File: src/rtl/leve1_csr_exec_pkg.sv
// Shared types, funct3 encodings and the legality rule for the Zicsr executor.
// Also provides the CSR command / privilege defines if defs.vh has not been seen.
`ifndef CSR_NONE
`define CSR_NONE  2'd0
`define CSR_WRITE 2'd1
`define CSR_SET   2'd2
`define CSR_CLEAR 2'd3
`endif
`ifndef MODE_U
`define MODE_U 2'd0
`define MODE_S 2'd1
`define MODE_M 2'd3
`endif

package leve1_csr_exec_pkg;

    typedef enum logic [1:0] {
        IDLE  = 2'd0,
        READ  = 2'd1,
        WRITE = 2'd2,
        RESP  = 2'd3
    } state_t;

    localparam logic [2:0] F3_RW  = 3'b001;
    localparam logic [2:0] F3_RS  = 3'b010;
    localparam logic [2:0] F3_RC  = 3'b011;
    localparam logic [2:0] F3_RWI = 3'b101;
    localparam logic [2:0] F3_RSI = 3'b110;
    localparam logic [2:0] F3_RCI = 3'b111;

    // Passing mode = M effectively disables the privilege test (csr[9:8] <= 3 always).
    function automatic logic is_illegal(input logic [2:0]  funct3,
                                        input logic [11:0] csr,
                                        input logic [4:0]  rs1,
                                        input logic [1:0]  mode);
        logic bad_funct3;
        logic do_write;
        bad_funct3 = (funct3[1:0] == 2'b00);
        do_write   = (funct3 == F3_RW) || (funct3 == F3_RWI) || (rs1 != 5'd0);
        return bad_funct3 || (do_write && (csr[11:10] == 2'b11)) || (csr[9:8] > mode);
    endfunction

endpackage

File: src/rtl/leve1_csr_decode.sv
// Combinational decode of a Zicsr request: command, operand select, write enable, legality.
module leve1_csr_decode
    import leve1_csr_exec_pkg::*;
#(
    parameter bit MODE_CHECK = 1'b1
) (
    input  logic [2:0]  funct3,
    input  logic [11:0] csr,
    input  logic [4:0]  rs1,
    input  logic [1:0]  mode,
    output logic [1:0]  cmd,
    output logic        use_imm,
    output logic        do_write,
    output logic        illegal
);

    always_comb begin
        cmd = `CSR_NONE;
        case (funct3)
            F3_RW, F3_RWI: cmd = `CSR_WRITE;
            F3_RS, F3_RSI: cmd = `CSR_SET;
            F3_RC, F3_RCI: cmd = `CSR_CLEAR;
            default:       cmd = `CSR_NONE;
        endcase
        use_imm  = funct3[2];
        do_write = (funct3 == F3_RW) || (funct3 == F3_RWI) || (rs1 != 5'd0);
        illegal  = is_illegal(funct3, csr, rs1, MODE_CHECK ? mode : `MODE_M);
    end

endmodule

File: src/rtl/leve1_csr_exec.sv
// Zicsr executor: read old CSR value, issue write/set/clear, return old value for rd.
// Build option LEVE1_CSR_EXEC_FASTPATH_EN issues the write command alongside the read.
module leve1_csr_exec
    import leve1_csr_exec_pkg::*;
#(
    parameter int XLEN       = 64,
    parameter bit MODE_CHECK = 1'b1
) (
    input  logic            CLK,
    input  logic            RST,
    input  logic            REQ_VALID,
    output logic            REQ_READY,
    input  logic [2:0]      REQ_FUNCT3,
    input  logic [11:0]     REQ_CSR,
    input  logic [4:0]      REQ_RS1,
    input  logic [XLEN-1:0] REQ_RS1_VAL,
    input  logic [4:0]      REQ_RD,
    input  logic [1:0]      REQ_MODE,
    output logic [11:0]     CSR_RA,
    input  logic [XLEN-1:0] CSR_RD,
    output logic [1:0]      CSR_WCMD,
    output logic [11:0]     CSR_WA,
    output logic [XLEN-1:0] CSR_WD,
    output logic            RESP_VALID,
    input  logic            RESP_READY,
    output logic [4:0]      RESP_RD,
    output logic            RESP_WE,
    output logic [XLEN-1:0] RESP_DATA,
    output logic            RESP_ILLEGAL,
    output logic            RETIRE
);

`ifdef LEVE1_CSR_EXEC_FASTPATH_EN
    localparam bit FASTPATH = 1'b1;
`else
    localparam bit FASTPATH = 1'b0;
`endif

    state_t          state;
    logic [11:0]     csr_q;
    logic [4:0]      rd_q;
    logic [XLEN-1:0] operand_q;
    logic [XLEN-1:0] old_q;
    logic [1:0]      cmd_q;
    logic            do_write_q;

    logic [1:0]      dec_cmd;
    logic            dec_use_imm;
    logic            dec_do_write;
    logic            dec_illegal;
    logic [XLEN-1:0] operand;
    logic            accept;

    leve1_csr_decode #(.MODE_CHECK(MODE_CHECK)) u_decode (
        .funct3   (REQ_FUNCT3),
        .csr      (REQ_CSR),
        .rs1      (REQ_RS1),
        .mode     (REQ_MODE),
        .cmd      (dec_cmd),
        .use_imm  (dec_use_imm),
        .do_write (dec_do_write),
        .illegal  (dec_illegal)
    );

    assign operand   = dec_use_imm ? {{(XLEN-5){1'b0}}, REQ_RS1} : REQ_RS1_VAL;
    assign REQ_READY = (state == IDLE) && !RST;
    assign accept    = REQ_VALID && REQ_READY;
    assign RETIRE    = RESP_VALID && RESP_READY && !RESP_ILLEGAL;

    always_ff @(posedge CLK or posedge RST) begin
        if (RST) begin
            state        <= IDLE;
            csr_q        <= '0;
            rd_q         <= '0;
            operand_q    <= '0;
            old_q        <= '0;
            cmd_q        <= `CSR_NONE;
            do_write_q   <= 1'b0;
            CSR_RA       <= '0;
            CSR_WCMD     <= `CSR_NONE;
            CSR_WA       <= '0;
            CSR_WD       <= '0;
            RESP_VALID   <= 1'b0;
            RESP_RD      <= '0;
            RESP_WE      <= 1'b0;
            RESP_DATA    <= '0;
            RESP_ILLEGAL <= 1'b0;
        end else begin
            case (state)
                IDLE: begin
                    if (accept) begin
                        csr_q      <= REQ_CSR;
                        rd_q       <= REQ_RD;
                        operand_q  <= operand;
                        cmd_q      <= dec_cmd;
                        do_write_q <= dec_do_write;
                        if (dec_illegal) begin
                            state        <= RESP;
                            RESP_VALID   <= 1'b1;
                            RESP_RD      <= REQ_RD;
                            RESP_WE      <= 1'b0;
                            RESP_DATA    <= '0;
                            RESP_ILLEGAL <= 1'b1;
                        end else begin
                            state  <= READ;
                            CSR_RA <= REQ_CSR;
                            // Fast path: the CSR file samples the read before its own update edge.
                            if (FASTPATH && dec_do_write) begin
                                CSR_WCMD <= dec_cmd;
                                CSR_WA   <= REQ_CSR;
                                CSR_WD   <= operand;
                            end
                        end
                    end
                end
                READ: begin
                    CSR_RA   <= '0;
                    old_q    <= CSR_RD;
                    CSR_WCMD <= `CSR_NONE;
                    CSR_WA   <= '0;
                    CSR_WD   <= '0;
                    if (!FASTPATH && do_write_q) begin
                        state    <= WRITE;
                        CSR_WCMD <= cmd_q;
                        CSR_WA   <= csr_q;
                        CSR_WD   <= operand_q;
                    end else begin
                        state        <= RESP;
                        RESP_VALID   <= 1'b1;
                        RESP_RD      <= rd_q;
                        RESP_WE      <= (rd_q != 5'd0);
                        RESP_DATA    <= CSR_RD;
                        RESP_ILLEGAL <= 1'b0;
                    end
                end
                WRITE: begin
                    CSR_WCMD     <= `CSR_NONE;
                    CSR_WA       <= '0;
                    CSR_WD       <= '0;
                    state        <= RESP;
                    RESP_VALID   <= 1'b1;
                    RESP_RD      <= rd_q;
                    RESP_WE      <= (rd_q != 5'd0);
                    RESP_DATA    <= old_q;
                    RESP_ILLEGAL <= 1'b0;
                end
                RESP: begin
                    if (RESP_READY) begin
                        state        <= IDLE;
                        RESP_VALID   <= 1'b0;
                        RESP_RD      <= '0;
                        RESP_WE      <= 1'b0;
                        RESP_DATA    <= '0;
                        RESP_ILLEGAL <= 1'b0;
                    end
                end
                default: state <= IDLE;
            endcase
        end
    end

endmodule

File: config.mk
export PLATFORM = sky130hd
export DESIGN_NAME = leve1_csr_exec
export DESIGN_NICKNAME = d
export VERILOG_FILES = /design/src/rtl/leve1_csr_exec_pkg.sv /design/src/rtl/leve1_csr_decode.sv /design/src/rtl/leve1_csr_exec.sv
export SDC_FILE = /design/constraint.sdc
export NUM_CORES = 1
export LEC_CHECK = 0
export CAP_MARGIN = 20
export CORE_MARGIN = 3
export CORE_UTILIZATION = 56
export CTS_BUF_LIST = sky130_fd_sc_hd__clkbuf_8
export CTS_CLUSTER_DIAMETER = 30
export DETAILED_ROUTE_END_ITERATION = 10
export GPL_ROUTABILITY_DRIVEN = 1
export PLACE_DENSITY = 0.91
export SLEW_MARGIN = 10
export SYNTH_ARGS = -nofsm -noshare
export SYNTH_HDL_FRONTEND = slang
export SYNTH_SLANG_ARGS = --single-unit
File: constraint.sdc
create_clock -name CLK -period 30.7 [get_ports CLK]
set_clock_uncertainty 0.15 [all_clocks]
set_input_delay 7.675 -clock CLK [delete_from_list [all_inputs] [get_ports CLK]]
set_output_delay 7.675 -clock CLK [all_outputs]
set_load 0.05 [all_outputs]
==> results.toml, run 1 <==
[outcome]
status = "finished, final reports clean"

[drt]
detail-route-antenna-nets = 0
vias = 10800
wl_um = 37100
drcViolationCount = 0
drtPass1Iterations = 6
drtIter0Drc = 976
wl_per_cell_um = 18.6
post_drt_via_cell_ratio = 5.40

[synth]
ys_ff_latch = 312
synth_cells = 1312
yosysSeqAreaShare = 0.577
ys_types = 31
avgSynthCellArea_um2 = 10.3
syn_nets = 1478
yosysWarnings = 0
netlist_area_mm2 = 0.0135

[critical_path]
crit_required_ns = 22.88
worst_path_max_delay_cell = "clkdlybuf4s50_1"
critical_path.cell_chain = "clkdlybuf4s50_1 -> nor2b_1 -> clkdlybuf4s50_1"
cp.arrival_ns = 9.19
cp-end-kind = "output pin"
crit_path_frequent_cell = "clkdlybuf4s50_1"
start_kind = "primary input"
max_stage_delay_ns = 0.81
crit_type = "in2out"
cp_max_fo = 4

[clock_tree]
clock-sinks = 312
cts_buffers = 59
cts_hold_buf = 0
post_cts_buffers = 0
cts_buffer_depth = 3
htreeDepth = 2
clk_latency_ns = 0.59
cts_tree = "done"
cts_root_buf = "clkbuf_8"
clk_pin_slew_ns = 0.06
ctsResizeCount = 0

[placed_design]
gp_congestion = 0.812
preCtsSetupSlack_ns = 13.69
place_area_mm2 = 0.0169
dpl.hpwl_um = 23300
io_buffer_count = 322
placed_cells = 1885

[sta]
fin_crit_sh = 0.554
rsz0062_at_grt = "no"
fin_setup_tns_ns = 0
fmax_ghz = 0.0588
timing.final.ws_setup_ns = 13.69
setup_viol = 0
slew_headroom = 0.270
worst_pin_slew_ns = 1.09
drv_slew = 0
final.min_clock_period_ns = 17.01
hold_viol = 0

[finish]
n_fill_cell = 1395
post-route-util = 0.771
final_area_mm2 = 0.0182
nets = 1794
fin_cells = 1993
insertedDiodeCount = 0
area_delta_synth_final_pct = 34.5
drive_gt1_frac = 0.125

[die]
num_io_pins = 323
fp.dieH_um = 161
core_mm2 = 0.0236
start_util = 0.573
num_rows = 56
die_w_um = 161
die_area_mm2 = 0.0261

[global_routing]
grt_max_degree = 114
track_usage = 0.283
antenna_found_initial = 2
grt_pass1_vias = 11300
grt_pass1_wl_um = 59300
grt.overflow.total = 0

[power]
ir_worst_vdd_mv = 0.0833
p_leak_nw = 8.23
powerDensity_mw_per_mm2 = 117

[worst_hold_path]
min_path_type = "reg2reg"

[job]
drv_cap = 0
[cells by family (layout without fill, tap and decap cells)]
kind of cell / count (synthesis) / after routing / synth area share
flops: 312 / 312 / 0.577
compound gates: 304 / 304 / 0.131
fa+ha+maj: 7 / 7 / 0.00647
simple gates: 365 / 365 / 0.116
mux: 95 / 95 / 0.0972
buf+inv: 229 / 591 / 0.0730
[sequential cells by signal, summed over array words and instances, names as in the netlist]
signal        flops
RESP_ILLEGAL      1
operand_q        64
CSR_RA           12
do_write_q        1
RESP_RD           5
CSR_WD           64
state             2
old_q            64
RESP_WE           1
RESP_VALID        1
CSR_WA           12
csr_q            12
CSR_WCMD          2
rd_q              5
RESP_DATA        64
cmd_q             2
[routing by layer]
metal	GRT usage	vias up	share of wire
met1	0.352	5276	0.38
met5	0	-	0.00073
met4	0.102	4	0.034
li1	-	4866	-
met3	0.0903	98	0.095
met2	0.466	509	0.49
[through the flow]
step	power [mW]	hold slack (ns)
global route	2.23	0.357
CTS	2.13	0.333
detailed placement	1.67	0.318
finish	2.12	0.325
floorplan	1.38	0.294
global placement	1.63	0.305
[synth_stat cells, drive strengths merged]
| cell type | number | share of area |
|---|---|---|
| dfrtp | 312 | 0.58 |
| nand2 | 287 | 0.080 |
| o21ai | 218 | 0.081 |
| inv | 150 | 0.042 |
| mux2 | 88 | 0.092 |
| clkbuf | 69 | 0.019 |
| a21boi | 64 | 0.035 |
| nand2b | 61 | 0.028 |
| a22o | 10 | 0.0065 |
| buf | 10 | 0.012 |
| ha | 7 | 0.0065 |
| mux2i | 7 | 0.0052 |
| nor2b | 4 | 0.0018 |
| o311ai | 4 | 0.0026 |
| or4 | 4 | 0.0025 |
| nor2 | 3 | 0.00083 |
| nand3 | 2 | 0.00074 |
| nor3 | 2 | 0.00074 |
| o311a | 2 | 0.0015 |
| a21oi | 1 | 0.00037 |
| a2bb2oi | 1 | 0.0011 |
| a32oi | 1 | 0.00065 |
| nand3b | 1 | 0.00055 |
| nor4 | 1 | 0.00092 |
| o21bai | 1 | 0.00055 |
| o22ai | 1 | 0.00046 |
| o32a | 1 | 0.00074 |
[worst max-delay path: cells and delay by family]
kind	cells	cell delay (ns)
AND/OR/NAND/NOR	1	0.16
buffers and inverters	2	1.35
[cells in the final DEF (no fill, tap or decap), types with 2 or more instances in the layout]
master,n
nor2b_1,4
inv_6,3
clkbuf_8,76
mux2_4,68
nor2_1,2
dfrtp_1,312
or4_1,3
o21ai_0,218
bufinv_16,3
nand2b_1,61
ha_4,2
clkinv_2,9
buf_4,11
mux2_2,20
ha_1,4
a22o_1,10
a21boi_0,64
clkinv_4,4
mux2i_1,7
nand3_1,2
inv_1,156
clkdlybuf4s50_1,322
clkinvlp_4,5
nand2_1,287
nor3_1,2
o311ai_0,4
[where the power goes]
| part | internal, mW | leakage, nW | switching [mW] |
|---|---|---|---|
| clock network | 0.250 | 0.692 | 0.186 |
| logic | 0.360 | 3.46 | 0.629 |
| registers | 0.586 | 4.08 | 0.109 |
| total | 1.20 | 8.23 | 0.924 |
[path summary, 6_finish.rpt]
kind                                from       endpoint  slack [ns]  depth (start not counted)
worst min register to register  csr_q[3]      CSR_WA[3]        0.33                          2
worst max register to register  state[1]  RESP_DATA[63]       27.33                          6
worst max-delay path                 RST      REQ_READY       13.69                          3
max in group asynchronous            RST  RESP_DATA[63]       20.75                          4
worst min-delay path            csr_q[3]      CSR_WA[3]        0.33                          2
min in group asynchronous            RST      CSR_WA[4]        7.51                          2
[cell type report]
cell class                      count  area, um^2  share of cell area
Sequential cell                   312        7810               0.429
Inverter                          150         571              0.0313
Clock buffer                       76        1050              0.0575
Clock inverter                     31         260              0.0143
Timing Repair Buffer              334        3330               0.183
Multi-Input combinational cell    771        4790               0.263
Tap cell                          319         399              0.0219
(Power assumes the default switching activity.)
==> inputs of run 2 (changes only) <==
--- a/config.mk
+++ b/config.mk
@@ -7,12 +7,12 @@
 export LEC_CHECK = 0
 export CAP_MARGIN = 20
 export CORE_MARGIN = 3
-export CORE_UTILIZATION = 56
+export CORE_UTILIZATION = 52
 export CTS_BUF_LIST = sky130_fd_sc_hd__clkbuf_8
 export CTS_CLUSTER_DIAMETER = 30
 export DETAILED_ROUTE_END_ITERATION = 10
 export GPL_ROUTABILITY_DRIVEN = 1
-export PLACE_DENSITY = 0.91
+export PLACE_DENSITY = 0.85
 export SLEW_MARGIN = 10
 export SYNTH_ARGS = -nofsm -noshare
 export SYNTH_HDL_FRONTEND = slang
==> constraint.sdc (replaced) <==
create_clock -name CLK -period 16.7 [get_ports CLK]
set_clock_uncertainty 0.15 [all_clocks]
set_input_delay 4.175 -clock CLK [delete_from_list [all_inputs] [get_ports CLK]]
set_output_delay 4.175 -clock CLK [all_outputs]
set_load 0.05 [all_outputs]
==> run 2 against run 1 <==
Combinational power up 84%. Design area up 1.4%. Sequential share of layout area down 0.59 points. Global-route usage down 3.5 points. Cell count up 0.95%. Critical path depth unchanged. Hold slack worse by 0.00084 ns. Die area up 7.4%. Worst setup slack worse by 7.0 ns. Clock-buffer cell count down 1. Power up 89%. Critical path type unchanged. Largest cell class unchanged.
==> results.toml, run 2 (same netlist as run 1, synthesis figures left out) <==
[outcome]
status = "finished, final reports clean"

[finish]
final_area_mm2 = 0.0185
fin_cells = 2012
area_delta_synth_final_pct = 36.4
final_cell_mix = "322 x clkdlybuf4s50_1, 312 x dfrtp_1, 287 x nand2_1"
final_common_cell = "clkdlybuf4s50_1"
drive_gt1_frac = 0.130
n_fill_cell = 1691
insertedDiodeCount = 0
nets = 1798

[placed_design]
place_area_mm2 = 0.0169
gp_congestion = 0.788
preCtsSetupSlack_ns = 6.68
placed_cells = 1895
dpl.hpwl_um = 22100
io_buffer_count = 322

[critical_path]
crit_type = "in2out"
path_delay_family = "buffers and inverters"
timing.critical_path.buf_inv = 2
start_kind = "primary input"
cp.arrival_ns = 5.69
worst_path_max_delay_cell = "clkdlybuf4s50_1"
cp_max_fo = 4
reg2regPathDepth = 6
crit_path_frequent_cell = "clkdlybuf4s50_1"
max_stage_delay_ns = 0.81
critical_path.cell_chain = "clkdlybuf4s50_1 -> nor2b_1 -> clkdlybuf4s50_1"
cp.depth = 3
cp-end-kind = "output pin"
crit_required_ns = 12.38

[drt]
drcViolationCount = 0
post_drt_via_cell_ratio = 5.26
vias = 10600
wl_per_cell_um = 17.8
top_layer_used = "met4"
wl_met2_um = 17200
wl_met3_um = 3330
detail-route-antenna-nets = 0
drtPass1Iterations = 5
wl_um = 35800
wl_met1_um = 14300
drtIter0Drc = 903

[die]
core_mm2 = 0.0254
num_io_pins = 323
die_w_um = 167
fp.dieH_um = 167
start_util = 0.533
num_rows = 58
die_area_mm2 = 0.0280

[clock_tree]
cts_tree = "done"
clk_pin_slew_ns = 0.06
cts_hold_buf = 0
cts_root_buf = "clkbuf_8"
cts_buffers = 61
cts_buffer_depth = 3
htreeDepth = 2
clock-sinks = 312
post_cts_buffers = 0
ctsResizeCount = 0
clk_latency_ns = 0.57

[sta]
final.min_clock_period_ns = 10.02
slew_headroom = 0.311
fmax_ghz = 0.0998
hold_ws_ns = 0.324
worst_pin_slew_ns = 1.03
hold_viol = 0
rsz0062_at_grt = "no"
setup_viol = 0
fin_crit_sh = 0.600
timing.final.ws_setup_ns = 6.68
drv_slew = 0
fin_setup_tns_ns = 0

[global_routing]
grt_max_degree = 148
antenna_found_initial = 0
grt_pass1_wl_um = 57000
grt.overflow.total = 0
grt_pass1_vias = 11000
track_usage = 0.248

[power]
ir_worst_vdd_mv = 0.156
powerDensity_mw_per_mm2 = 217
p_leak_nw = 8.34

[job]
drv_cap = 0

[worst_hold_path]
min_path_type = "reg2reg"
worst_hold_path.num_cells = 2
## run 2: through the flow
| step | util | power (mW) |
|---|---|---|
| 2_1_floorplan | - | 2.54 |
| 3_3_place_gp | 0.664 | 3.02 |
| 3_5_place_dp | 0.664 | 3.07 |
| 4_1_cts | 0.723 | 4.01 |
| 5_1_grt | 0.727 | 4.22 |
| 6_report | 0.727 | 4.00 |
## run 2: worst register-to-register path, stage by stage (launching register included)
cell and delay (ns):
dfrtp_1 0.42, ha_1 0.25, nor2b_1 0.15, a21oi_1 0.38, o311a_4 0.54, buf_4 0.88
mux2_2 0.43
## run 2: report_power, final
group          switching, mW  internal (mW)
sequential             0.189           1.08
clock                  0.353          0.555
combinational           1.16          0.668
total                   1.70           2.30
## run 2: cell type report
class | instances | area (um^2) | share of cell area
clock buffers | 75 | 1030 | 0.0559
clock inverters | 38 | 462 | 0.0250
well taps | 330 | 413 | 0.0224
repair buffers | 336 | 3390 | 0.183
multi-input cells | 771 | 4790 | 0.259
inverters | 150 | 571 | 0.0309
flip-flops and latches | 312 | 7810 | 0.423
## run 2: worst paths after layout
| check | from | to | slack, ns |
|---|---|---|---|
| hold reg to reg | operand_q[53] | CSR_WD[53] | 0.32 |
| max in group asynchronous | RST | operand_q[23] | 10.93 |
| setup reg to reg | state[0] | RESP_DATA[63] | 13.40 |
| min in group asynchronous | RST | CSR_WA[4] | 4.17 |
| hold / removal | operand_q[53] | CSR_WD[53] | 0.32 |
| setup / recovery | RST | REQ_READY | 6.68 |
## run 2: per-layer routing
metal	GRT usage	up-vias
li1	-	4881
met1	0.310	5173
met2	0.406	441
met3	0.0890	84
met4	0.0808	0
met5	0	-
